**src/rtl/sdram_gap_timer.sv**
```systemverilog
`default_nettype none
// ============================================================================
//  Module      : sdram_gap_timer
//  Description : Loadable 4-bit down-counter with a zero flag, used to time
//                the tRP / tRFC / tMRD windows.
//  Revision    : 1.0 - initial release
// ============================================================================
module sdram_gap_timer (
  input  logic       i_clk,
  input  logic       i_rst,
  input  logic       i_load,
  input  logic [3:0] i_val,
  output logic       o_zero
);

  logic [3:0] r_cnt;

  always_ff @(posedge i_clk) begin
    if (i_rst) begin
      r_cnt <= 4'd0;
    end else if (i_load) begin
      r_cnt <= i_val;
    end else if (r_cnt != 4'd0) begin
      r_cnt <= r_cnt - 4'd1;
    end
  end

  assign o_zero = (r_cnt == 4'd0);

endmodule
`default_nettype wire

```
**config.mk**
```make
export PLATFORM = sky130hd
export DESIGN_NAME = sdram_gap_timer
export DESIGN_NICKNAME = d
export VERILOG_FILES = /design/src/rtl/sdram_gap_timer.sv
export SDC_FILE = /design/constraint.sdc
export NUM_CORES = 1
export LEC_CHECK = 0
export ABC_AREA = 1
export BUFFER_PORTS_ARGS = -buffer_cell sky130_fd_sc_hd__buf_4
export CORE_AREA = 2 2 39 41
export CTS_CLUSTER_SIZE = 8
export DETAILED_ROUTE_END_ITERATION = 12
export DIE_AREA = 0 0 41 43
export GPL_TIMING_DRIVEN = 0
export HOLD_SLACK_MARGIN = 0.12
export PLACE_DENSITY = 0.49
export REMOVE_ABC_BUFFERS = 1
export SLEW_MARGIN = 20
export SYNTH_ARGS = -nofsm -noshare
export SYNTH_HDL_FRONTEND = slang
export SYNTH_SLANG_ARGS = --single-unit
```
**constraint.sdc**
```tcl
create_clock -name i_clk -period 1.1 [get_ports i_clk]
set_clock_uncertainty 0.05 [all_clocks]
set_input_delay 0.11 -clock i_clk [delete_from_list [all_inputs] [get_ports i_clk]]
set_output_delay 0.11 -clock i_clk [all_outputs]
set_load 0.01 [all_outputs]
```
==> key figures <==
Run status
  – Outcome: finished with violations
  – Failing checks: negative setup slack

STA
  – Final worst-path cycle share: 106.6%
  – Setup violations, final: 2
  – Final hold vios: 0
  – Slew @ Worst Pin: 333.9 ps
  – Setup slack after layout: -72.31 ps
  – Worst slew margin: 77.66%
  – Fin Hold WS: 183.2 ps
  – Sum Neg Setup Slack: -88.40 ps
  – RSZ-0062 raised after global routing: yes
  – Max Slew Vio Count: 0
  – Fmax: 853.0 MHz
  – Min cycle time layout: 1172 ps

Route
  – Avg WL per Cell: 9.053 um
  – Via count: 312
  – Post-DRT Antenna Nets: 0
  – DRC viols: 0
  – 1st-iter DRT viols: 1
  – Total Routed Length: 679 um
  – Vias/cell: 4.160
  – Detailed Routing Iterations Pass 1: 4

Placed design
  – Post-Place Cells: 63
  – Port bufs: 7
  – Dpl hpwl: 436.3 um
  – Gpl congestion: 0.7349

Global route
  – Total Routing Usage GR: 9.930%
  – Antenna violations before repair: 0
  – Vias in the first global route: 311
  – Global route total overflow: 0
  – Pin count of the biggest net entering global routing: 7
  – First-pass GRT wire length: 1104 um

Die
  – Die Ht: 43 um
  – Die Area: 1763 um2
  – Chip width: 41 um
  – Initial core utilization: 17.90%
  – Core Rows: 14
  – I/O pin cnt: 8
  – Core area: 1384 um2

CTS
  – Deepest clock path buffer count: 2
  – Sink Count: 4
  – Clock latency on the worst-skew pair: 240 ps
  – CTS tree: done
  – Clock root cell: clkbuf_4
  – H-tree depth: 1
  – Clock transition at the registers of the reported paths: 40 ps
  – Inserted Clock Buffers: 3

Power and ir drop
  – Total power density per cell area: 1325 nW/um2
  – Pleak: 0.2338 nW
  – VDD IR-drop max: 0.5039 mV
  – Final Total Pwr: 648.3 uW

Logic synthesis
  – Sequential fraction of the synthesis area: 32.32%
  – Syn. warnings: 0
  – Syn avg cell area: 6.193 um2
  – Netlist cell types: 12
  – Synth Register Bits: 4
  – Area leader, netlist: dfxtp_1
  – Mapped cell area: 247.7 um2
  – Largest cells by area after synthesis: dfxtp_1 (32%), nand2_1 (17%), inv_1 (9.1%), a21oi_1 (8.1%), nor2_1 (7.6%)
  – Synth Instances: 40
  – Top cell type's share of synthesized area: 32.32%

Final layout
  – Final Non-Filler Cells: 75
  – Biggest regs: r_cnt x4
  – Syn-to-layout area delta: 97.47%
  – ANT cells: 0
  – Final Util: 35.35%
  – Final #Nets: 69
  – Share of cells above drive strength 1: 52.54%
  – Largest register FFs: 4
  – Most flops, register: r_cnt

Run
  – Max-cap violations: 0

Critical path
  – Critical path fanouts, max: 2
  – Slowest-stage cell, CP: dfxtp_2
  – Crit end category: output pin
  – CP top delay family: flip-flops
  – Critical path class: register to output pin
  – CP peak stage delay: 310 ps
  – WP data required: 940 ps
  – Cells along the critical path: inv_2 -> ha_4 -> nand2_4 -> nor2_4 -> buf_6
  – Worst setup SP type: register
  – Worst path bufs/invs: 2
  – WP data arrival: 1010 ps

Hold path
  – Worst hold path class: input pin to register
[layer usage]
| metal | track usage (%) | wire (um) | vias up |
|---|---|---|---|
| met5 | 0 | 0 | - |
| met2 | 15.31 | 352 | 7 |
| met3 | 3.141 | 24 | 3 |
| li1 | - | - | 167 |
| met4 | 10.00 | 24 | 0 |
| met1 | 9.295 | 277 | 135 |
[per-stage QoR]
step | cell area (um2) | setup WS [ps]
after CTS | 427.9 | -94.05
after detailed placement | 320.3 | -67.50
final | 489.2 | -72.31
after floorplan | 247.7 | 44.34
after global routing | 489.2 | -116.1
after global placement | 320.3 | -55.63
[kinds of logic after synthesis]
group                    Yosys count  share of synthesized area, %
AO/OA/AOI/OAI                      6                         12.12
AND/OR/NAND/NOR                   22                         39.90
flip-flops                         4                         32.32
adder cells (fa/ha/maj)            1                         5.050
buffers and inverters              7                         10.60
[worst min-delay path, delay by kind of cell]
| family | cells | cell delay (ps) |
|---|---|---|
| and+or+nand+nor | 2 | 110 |
| buffers and inverters | 1 | 100 |
| AOI/OAI and AO/OA | 2 | 110 |
[worst paths after layout]
kind                                       startpoint                     to  slack, ps  cells past startpoint
worst min register to register  r_cnt[2]$_SDFFE_PP0P_  r_cnt[2]$_SDFFE_PP0P_        540                      4
worst max-delay path            r_cnt[0]$_SDFFE_PP0P_                 o_zero        -70                      5
worst max register to register  r_cnt[0]$_SDFFE_PP0P_  r_cnt[2]$_SDFFE_PP0P_        -20                      8
worst min-delay path                         i_val[1]  r_cnt[1]$_SDFFE_PP0P_        180                      5
[repair_timing]
item | CTS | global route
setup buffers | 5 | 1
gates resized for setup | 7 | 16
setup endpoints to repair | 5 | 5
pin swaps | 3 | 3
endpoints found under the hold margin | 3 | 0
hold buffers | 3 | 0
[layout make-up]
type	count	area [um2]
inverter	7	28.78
timing repair buffer	16	137.6
fill	157	894.6
clock buffer	3	22.52
multi-input combinational	29	197.7
sequential	4	82.58
tap	16	20.02
[synth_stat cells]
cell type  count
nand3_2        1
nand4_1        2
inv_2          1
inv_1          6
dfxtp_1        4
a21oi_1        4
or2_0          1
nand3_1        2
ha_1           1
o21ai_0        2
nor2_1         5
nand2_1       11
[where the power goes]
group          internal, mW  total [mW]  switching (mW)  leakage [nW]
Sequential            0.166       0.181          0.0154        0.0338
Combinational         0.145       0.279           0.133         0.186
Clock                 0.122       0.188          0.0658        0.0138
[cells in the final DEF, fill, tap and decap left out, drive strengths merged]
| cell type | netlist | layout |
|---|---|---|
| nor2 | 5 | 5 |
| inv | 7 | 7 |
| buf | 0 | 13 |
| nand3 | 3 | 3 |
| nand2 | 11 | 11 |
| o21ai | 2 | 2 |
| clkbuf | 0 | 3 |
| dlygate4sd3 | 0 | 2 |
| nand4 | 2 | 2 |
| a21oi | 4 | 4 |
| dlymetal6s4s | 0 | 1 |
| ha | 1 | 1 |
| dfxtp | 4 | 4 |
| or2 | 1 | 1 |
Note: power is estimated with default switching activity, not from simulation.
